[config.mk]
export PLATFORM = sky130hd
export DESIGN_NAME = axi_stream_remove_header
export DESIGN_NICKNAME = d
export VERILOG_FILES = /design/src/rtl/axi_stream_pkg.sv /design/src/rtl/axi_stream_byte_shifter.sv /design/src/rtl/axi_stream_remove_header.sv
export SDC_FILE = /design/constraint.sdc
export NUM_CORES = 1
export LEC_CHECK = 0
export ABC_AREA = 1
export BUFFER_PORTS_ARGS = -buffer_cell sky130_fd_sc_hd__buf_2
export CORE_MARGIN = 5
export CORE_UTILIZATION = 55
export DETAILED_ROUTE_END_ITERATION = 8
export PLACE_DENSITY = 0.79
export SLEW_MARGIN = 40
export SYNTH_ARGS = -nofsm -noshare
export SYNTH_HDL_FRONTEND = slang
export SYNTH_HIERARCHICAL = 1
export SYNTH_SLANG_ARGS = --single-unit
[constraint.sdc]
create_clock -name clk -period 4.9 [get_ports clk]
set_input_delay 0.245 -clock clk [delete_from_list [all_inputs] [get_ports clk]]
set_output_delay 0.245 -clock clk [all_outputs]
set_load 0.03 [all_outputs]
[src/rtl/axi_stream_pkg.sv]
// rtl/axi_stream_pkg.sv - keep/count and byte-select helpers shared by the header insert/remove stages
package axi_stream_pkg;

  localparam int MAX_BYTES = 128;
  localparam int MAX_DATA  = MAX_BYTES * 8;

  typedef enum logic [1:0] {ST_IDLE, ST_FIRST, ST_STREAM, ST_TAIL} rm_state_t;

  // Callers zero-extend their keep; the count is unaffected by the extra bits.
  function automatic int keep_to_count(input logic [MAX_BYTES-1:0] keep);
    int n;
    n = 0;
    for (int i = 0; i < MAX_BYTES; i++) n += int'(keep[i]);
    return n;
  endfunction

  // n ones left-aligned within a w-bit keep (bits w-1 down to w-n).
  function automatic logic [MAX_BYTES-1:0] count_to_keep(input int n, input int w);
    logic [MAX_BYTES-1:0] k;
    k = '0;
    for (int i = 0; i < MAX_BYTES; i++)
      if (i < w && i >= w - n) k[i] = 1'b1;
    return k;
  endfunction

  // Byte idx of an nbytes-wide word, byte 0 being the first on the wire (MSB end).
  function automatic logic [7:0] byte_at(input logic [MAX_DATA-1:0] data, input int nbytes,
                                         input int idx);
    if (idx >= 0 && idx < nbytes) return data[(nbytes-1-idx)*8 +: 8];
    return 8'h00;
  endfunction

endpackage

[src/rtl/axi_stream_byte_shifter.sv]
// rtl/axi_stream_byte_shifter.sv - selects W bytes of {hold, next} from offset shift, zeroing past valid_cnt
module axi_stream_byte_shifter
  import axi_stream_pkg::*;
#(
  parameter int DATA_WD      = 32,
  parameter int DATA_BYTE_WD = DATA_WD / 8,
  parameter int CNT_WD       = $clog2(DATA_BYTE_WD)
) (
  input  logic [DATA_WD-1:0] hold_data,
  input  logic [DATA_WD-1:0] next_data,
  input  logic [CNT_WD-1:0]  shift,
  input  logic [CNT_WD:0]    valid_cnt,
  output logic [DATA_WD-1:0] shifted
);

  always_comb begin
    shifted = '0;
    for (int j = 0; j < DATA_BYTE_WD; j++)
      if (j < int'(valid_cnt))
        shifted[(DATA_BYTE_WD-1-j)*8 +: 8] =
          byte_at(MAX_DATA'({hold_data, next_data}), 2*DATA_BYTE_WD, int'(shift) + j);
  end

endmodule

[src/rtl/axi_stream_remove_header.sv]
// rtl/axi_stream_remove_header.sv - strips a per-packet count of leading bytes and re-packs full-width beats
module axi_stream_remove_header
  import axi_stream_pkg::*;
#(
  parameter int DATA_WD      = 32,
  parameter int DATA_BYTE_WD = DATA_WD / 8,
  parameter int CNT_WD       = $clog2(DATA_BYTE_WD)
) (
  input  logic                    clk,
  input  logic                    rst_n,
  input  logic                    valid_in,
  input  logic [DATA_WD-1:0]      data_in,
  input  logic [DATA_BYTE_WD-1:0] keep_in,
  input  logic                    last_in,
  output logic                    ready_in,
  input  logic                    valid_strip,
  input  logic [CNT_WD-1:0]       strip_bytes,
  output logic                    ready_strip,
  output logic                    valid_out,
  output logic [DATA_WD-1:0]      data_out,
  output logic [DATA_BYTE_WD-1:0] keep_out,
  output logic                    last_out,
  input  logic                    ready_out
);

  localparam int N_WD = CNT_WD + 1;

  rm_state_t               state;
  logic [CNT_WD-1:0]       s;
  logic [DATA_WD-1:0]      hold;
  logic [N_WD-1:0]         n_hold;
  logic [N_WD-1:0]         n_in;
  logic [N_WD-1:0]         valid_cnt;
  logic [DATA_WD-1:0]      shifted;
  logic [DATA_BYTE_WD-1:0] keep_calc;
  logic                    out_free;
  logic                    tail_in;

  assign out_free    = !valid_out || ready_out;
  assign n_in        = N_WD'(keep_to_count(MAX_BYTES'(keep_in)));
  assign tail_in     = n_in > N_WD'(s);  // last beat still has bytes beyond s -> one more beat
  assign ready_strip = (state == ST_IDLE);
  assign ready_in    = (state == ST_FIRST) || (state == ST_STREAM && out_free);
  assign keep_calc   = DATA_BYTE_WD'(count_to_keep(int'(valid_cnt), DATA_BYTE_WD));

  always_comb begin
    valid_cnt = N_WD'(DATA_BYTE_WD);
    if (state == ST_TAIL)
      valid_cnt = n_hold - N_WD'(s);
    else if (last_in && !tail_in)
      valid_cnt = N_WD'(DATA_BYTE_WD) - N_WD'(s) + n_in;
  end

  axi_stream_byte_shifter #(
    .DATA_WD     (DATA_WD),
    .DATA_BYTE_WD(DATA_BYTE_WD),
    .CNT_WD      (CNT_WD)
  ) u_shifter (
    .hold_data(hold),
    .next_data(data_in),
    .shift    (s),
    .valid_cnt(valid_cnt),
    .shifted  (shifted)
  );

  always_ff @(posedge clk or negedge rst_n) begin
    if (!rst_n) begin
      state     <= ST_IDLE;
      s         <= '0;
      hold      <= '0;
      n_hold    <= '0;
      valid_out <= 1'b0;
      data_out  <= '0;
      keep_out  <= '0;
      last_out  <= 1'b0;
    end else begin
      if (valid_out && ready_out) valid_out <= 1'b0;
      case (state)
        ST_IDLE: begin
          if (valid_strip) begin
            s     <= strip_bytes;
            state <= ST_FIRST;
          end
        end
        ST_FIRST: begin
          if (valid_in) begin
            hold   <= data_in;
            n_hold <= n_in;
            if (!last_in)     state <= ST_STREAM;
            else if (tail_in) state <= ST_TAIL;
            else              state <= ST_IDLE;
          end
        end
        ST_STREAM: begin
          if (valid_in && out_free) begin
            valid_out <= 1'b1;
            data_out  <= shifted;
            keep_out  <= keep_calc;
            last_out  <= last_in && !tail_in;
            hold      <= data_in;
            n_hold    <= n_in;
            if (!last_in)     state <= ST_STREAM;
            else if (tail_in) state <= ST_TAIL;
            else              state <= ST_IDLE;
          end
        end
        ST_TAIL: begin
          if (out_free) begin
            valid_out <= 1'b1;
            data_out  <= shifted;
            keep_out  <= keep_calc;
            last_out  <= 1'b1;
            state     <= ST_IDLE;
          end
        end
        default: state <= ST_IDLE;
      endcase
    end
  end

endmodule

# After elaboration in Yosys (flattened, before gate mapping)
# Cells that the tools add are included.
[classes]
bitwise = 0
n_reduce_logical = 19
n_mux = 52
n_eq_ne = 7
magnitude_cmp = 17
div = 0
addsub = 14
n_mul = 0
shift = 4
[op_table]
columns = ["operator", "count"]
rows = [
  ["$shiftx 1024x32->8", 4],
  ["$mux 32", 4],
  ["$pmux 32 s2", 2],
  ["$ge 32x1->1 const B", 3],
  ["$lt 32x5->1 const B", 3],
  ["$mux 8", 12],
  ["$sub 4x29->29 const A", 3],
  ["$ge 3x32->1 const A", 2],
  ["$ge 1x32->1 const A", 1],
  ["$ge 2x32->1 const A", 1],
  ["$mux 1", 17],
  ["$mux 2", 6],
  ["$mux 3", 4],
  ["$logic_and 1x1->1", 8],
  ["$mux 4", 2],
  ["$pmux 2 s4", 1],
  ["$pmux 4 s2", 1],
  ["$add 2x2->3 const B", 2],
  ["$lt 1x3->1 const A", 2],
  ["$lt 2x3->1 const A", 2],
  ["$ne 2x2->1 const B", 3],
  ["$pmux 3 s2", 1],
  ["$reduce_and 3->1", 2],
  ["$eq 2x2->1 const B", 2],
  ["21 further kinds", 25],
]
[totals]
mem_bits_rw = 0
output_inout_bits = 40
mem_bits_ro = 0
memories = 0
latchBits = 0
reg_bits = 77
word_cells = 121

# Depth between registers and ports, before layout
[logic_depth]
ltp_word = 14
mapped_depth = 19
ltp_nobuf = 19

# Cells and area by module
# The synthesis kept the hierarchy.
[by_module_without_submodules]
columns = ["module", "n_inst", "cells_per_inst", "seq_area_each_um2", "area_per_inst_um2"]
rows = [
  ["axi_stream_remove_header", 1, 391, 1926.8, 3353.2],
  ["axi_stream_byte_shifter", 1, 308, 0.0, 1453.9],
]

# Worst setup path after synthesis
# OpenSTA, ideal clock, no wires.
[synth_path]
path_kind = "in2reg"
from = "input port keep_in[0]"
to = "register data_out[24]"
stages = 16
arrival_time_ps = 2847
setup_ps = 117
slack_ps = 1937
path_cell_list = "fa_1 ha_1 xor2_1 ha_1 ha_1 nor2_1 nor2_1 nor2_1 nand3_1 nand2_1 inv_1 or2_2 nor2_1 a21oi_1 nand2_1 nand2_1"
[synth_via]
elab_chain_len = 12
word_cells_on_any_way = 14
cone_classes = "add/sub (4); order compare (2); mux (6); reduce/logical (2)"
[synth_rtl]
columns = ["element", "line_no", "source"]
rows = [
  ["start: declaration", "axi_stream_remove_header.sv:13", "input logic [DATA_BYTE_WD-1:0] keep_in,"],
  ["$add 1x1->2 *", "axi_stream_pkg.sv:13", "for (int i = 0; i < MAX_BYTES; i++) n += int'(keep[i]);"],
  ["$add 2x1->3 *", "axi_stream_pkg.sv:13", ""],
  ["$add 3x1->3 *", "axi_stream_pkg.sv:13", ""],
  ["named net n_in[1]", "axi_stream_remove_header.sv:32", "logic [N_WD-1:0] n_in;"],
  ["$gt 3x2->1", "axi_stream_remove_header.sv:41", "assign tail_in = n_in > N_WD'(s);"],
  ["$logic_not 1->1", "axi_stream_remove_header.sv:50", "else if (last_in && !tail_in)"],
  ["$logic_and 1x1->1", "axi_stream_remove_header.sv:50", ""],
  ["$mux 3 *", "axi_stream_remove_header.sv:50", ""],
  ["$mux 3 *", "axi_stream_remove_header.sv:48", "if (state == ST_TAIL)"],
  ["$lt 1x3->1 *", "axi_stream_byte_shifter.sv:19", "if (j < int'(valid_cnt))"],
  ["$mux 8 *", "axi_stream_byte_shifter.sv:19", ""],
  ["named net shifted[24]", "axi_stream_remove_header.sv:34", "logic [DATA_WD-1:0] shifted;"],
  ["$mux 32 (on tied branches)", "axi_stream_remove_header.sv:108, axi_stream_remove_header.sv:95", ""],
  ["$pmux 32 s2 *", "axi_stream_remove_header.sv:78", "case (state)"],
  ["end signal: assignment", "axi_stream_remove_header.sv:97", "data_out <= shifted;"],
  ["end signal: assignment", "axi_stream_remove_header.sv:110", "data_out <= shifted;"],
  ["end: declaration", "axi_stream_remove_header.sv:20", "output logic [DATA_WD-1:0] data_out,"],
]
# Mark *: on every way through the listed nets, which the timed path passes. The rest lies on a longest branch. The select of a mux whose other input is x is not followed.
# A chain may end at the register's enable or synchronous reset.

# Worst setup path after layout
[layout_path]
from = "register s[0]"
to = "register data_out[5]"
[layout_via]
elab_chain_len = 9
word_cells_on_any_way = 23
cone_classes = "add/sub (5); order compare (4); shift (1); mux (10); reduce/logical (3)"
[layout_rtl]
columns = ["element", "line_no", "source"]
rows = [
  ["start: declaration", "axi_stream_remove_header.sv:29", "logic [CNT_WD-1:0] s;"],
  ["start signal: assignment", "axi_stream_remove_header.sv:81", "s <= strip_bytes;"],
  ["branches (longest 6 deep; another with $sub 4x29->29)", "n/a", ""],
  ["$mux 8 *", "axi_stream_byte_shifter.sv:19", ""],
  ["named net shifted[5]", "axi_stream_remove_header.sv:34", ""],
  ["$mux 32 (on tied branches)", "axi_stream_remove_header.sv:108, axi_stream_remove_header.sv:95", ""],
  ["$pmux 32 s2 *", "axi_stream_remove_header.sv:78", ""],
]
# Mark *: on every way through the listed nets, which the timed path passes. The select of a mux whose other input is x is not followed.

==> summary.txt <==
Timing
  – Final setup violation count: 0
  – Final worst setup slack: 1.46 ns
  – Least-Margin Pin Slew: 0.801 ns
  – Min Tclk post-route: 3.44 ns
  – Max-slew headroom: 46.4%
  – FMAX: 291 MHz
  – Fin. max-slew vios: 0
  – Clock skew: 0.0127 ns
  – Fin. Hold Viols: 0
  – RSZ-0062 raised after global routing: false
  – Final period util: 70.2%
  – Setup_tns: 0 ns

Global routing
  – Vias in the first global route: 4,674
  – Largest net degree at the start of global routing: 78
  – Remaining global-route overflow: 0
  – Grt peak-use layer: met2
  – Met1 Use GR: 35.1%
  – GR met3 Demand/Resource: around 5.6%
  – Antenna violations before repair: 0
  – First-pass GRT wire length: 22,300 um
  – Met2 Use GR: 41.4%
  – GRT Total Usage: 26.6%

Placed design
  – Dpl ws: 1.29 ns
  – GP Congestion: 0.882
  – Post-DP HPWL: 8870 um
  – IO buf count: 83

Critical path
  – Critical path launch point type: register
  – CP bufs+invs: 3
  – Kind of cell adding the most delay to the critical path: buffers and inverters
  – FF-to-FF Start: s[0]$_DFFE_PN0P_
  – Reg-to-reg endpoint: data_out[5]$_DFFE_PN0P_
  – Largest stage delay, worst path: 0.78 ns
  – CP arrival: about 3.7 ns
  – CP endpoint kind: register
  – R2R setup slack: 1.46 ns
  – Slowest-stage cell, CP: clkinv_2
  – Worst Path Required: 5.16 ns
  – WS Path Type: register to register
  – Crit Path Max Fanout: 59
  – Reg2Reg Depth: 9
  – Cells along the critical path: buf_4 > clkinv_2 > ha_1 > inv_2 > nand3_1 > nand3_1 > a21oi_1 > nand2_1 > nand2_1

Hold path
  – Hold path cells: 3
  – Hold Path Class: primary input to register
  – Hold Crit Endpoint: hold[1]$_DFFE_PN0P_
  – Hold Startpoint: data_in[1]

Clock tree
  – CTS H-tree depth: 3
  – Post-cts gate resize count: 0
  – Setup repair bufs after CTS: 0
  – Total CTS buffers: 9
  – Clock sink count: slightly below 80
  – Max clock buf depth: 2
  – CTS tree: done
  – Clock-pin slew on the worst setup and hold paths: 0.09 ns
  – Root Driver: clkbuf_8
  – Clock Latency Late Sink: 0.36 ns

Cells and area
  – Fraction of layout cells with a size suffix above 1: 16.2%
  – Diodes inserted: 0
  – Synthesis-to-layout area growth: 11.8%
  – Layout net count: 820

Logic synthesis
  – Gate Count Post-Synth: 699
  – Syn_nets: 759
  – Yosys warning count: 6
  – Most numerous cell in the Yosys netlist: nand2_1
  – Yosys top cell area share: 40.1%
  – Sequential area share after synthesis: about two fifths
  – Synthesized area: 4810 um^2
  – Avg Inst Size Synth: 6.88 um^2
  – Seq cells post-synth: 77
  – Ranking of synthesized cells by area: dfrtp_1, nand2_1, nand3_1
  – Commonest cells post-synth: nand2_1, nand3_1, dfrtp_1
  – Dominant cell type by area after synthesis: dfrtp_1
  – FFs w/ async S/R, synth: 100%
  – Post-synthesis cell type count: 27
  – Post-synth EDFFs: 0
  – Top_reg_cell synth: dfrtp_1

Power
  – PwrDens: 828 nW/um^2
  – Leak pwr: 2.94 nW
  – Worst VDD drop: between 0.5 and 0.6 mV

Floorplanning
  – Die height: 103 um
  – Die ar.: 10,700 um^2
  – CORE AREA: 8640 um^2
  – Starting Density: 55.7%
  – Die Wd: 103 um
  – Row count: 34
  – I/O Pins: 84

Drt
  – DRT iter0 DRCs: 570
  – Routed vias/inst: 5.70
  – Drt drc: 0
  – Vias: 4,977
  – Final ANT Viol Nets: 0
  – WL final: between 10,000 and 15,000 um
  – DRT Pass-1 Iters: 5
  – Avg WL per Cell: 15.6 um

Job
  – Max-Cap Viols: 0

Run status
  – Status: complete, no violations
==> how the worst max path moves through the flow <==
stage | endpoint | startpoint | cells past startpoint | slack (ns)
2_1_floorplan | data_out[24]$_DFFE_PN0P_ | keep_in[0] | 16 | 1.94
3_3_place_gp | data_out[30]$_DFFE_PN0P_ | keep_in[0] | 17 | 1.44
3_5_place_dp | data_out[24]$_DFFE_PN0P_ | keep_in[0] | 17 | 1.29
4_1_cts | data_out[24]$_DFFE_PN0P_ | s[1]$_DFFE_PN0P_ | 14 | 1.67
5_1_grt | data_out[7]$_DFFE_PN0P_ | s[0]$_DFFE_PN0P_ | 9 | 1.28
6_report | data_out[5]$_DFFE_PN0P_ | s[0]$_DFFE_PN0P_ | 9 | 1.46
==> metal layers <==
| layer | wire [um] | share of wire [%] | vias to the layer above |
|---|---|---|---|
| met5 | 0 | 0 | - |
| met4 | 469 | 3.4 | 0 |
| met3 | 1500 | 11 | 46 |
| met2 | 6240 | 46 | 288 |
| met1 | 5430 | 40 | 2283 |
| li1 | - | - | 2360 |
==> flip-flops by register name, summed over array words and instances (netlist names) <==
signal and count:
data_out 32, hold 32, keep_out 4, last_out 1
n_hold 3, s 2, state 2, valid_out 1
==> timing repair <==
| action | in CTS | in global routing |
|---|---|---|
| endpoints found under the hold margin | 77 | 0 |
| endpoints found under the setup margin | 0 | 0 |
| hold buffers | 1 | 0 |
==> kinds of logic (layout without fill, tap and decap cells) <==
kind of cell	count (synthesis)	after routing	share of synthesized area [%]
flip-flops	77	77	40.1
AO/OA/AOI/OAI	63	63	7.21
adder cells (fa/ha/maj)	16	16	4.48
AND/OR/NAND/NOR	472	472	40.6
multiplexers	1	1	0.234
XOR/XNOR	2	2	0.364
buffers and inverters	68	134	7.05
==> tightest hold or removal path: cells and delay by family <==
family | cells | cell delay [ns]
simple gates | 2 | 0.09
buf+inv | 1 | 0.09
==> stage by stage <==
step	std cells	total power [W]	hold slack [ns]	utilization, %	area [um^2]
3_5_place_dp	855	0.00391	0.326	59.7	5160
3_3_place_gp	855	0.00384	0.458	59.7	5150
6_report	873	0.00445	0.0944	62.3	5380
5_1_grt	873	0.00485	0.0903	62.3	5380
4_1_cts	872	0.00437	0.0905	61.9	5340
2_1_floorplan	699	0.00329	-0.0506	-	4810
==> power by group <==
part / switching (W) / internal [W]
Sequential: 0.000213 / 0.000933
Combinational: 0.00196 / 0.000895
Clock: 0.000247 / 0.000198
Total: 0.00242 / 0.00203
==> placed cells by master, fill, tap and decap left out, types with 3 or more instances in the layout <==
cell type / netlist / layout
a21oi_1: 34 / 33
buf_2: 13 / 82
clkbuf_8: 0 / 10
clkinvlp_4: 0 / 3
dfrtp_1: 77 / 77
ha_1: 14 / 14
inv_1: 26 / 25
inv_2: 5 / 5
nand2_1: 327 / 327
nand3_1: 101 / 101
nor2_1: 29 / 29
o211ai_1: 8 / 8
o21ai_0: 16 / 16
or2_2: 9 / 9
==> cell type report <==
type / count / area [um^2]
clock buffer: 11 / 141
clock inverter: 5 / 36.3
fill: 822 / 3260
inverter: 31 / 118
multi-input combinational: 554 / 2540
sequential: 77 / 1930
tap: 108 / 135
timing repair buffer: 87 / 474
No activity file was read; power rests on OpenSTA's default activity.
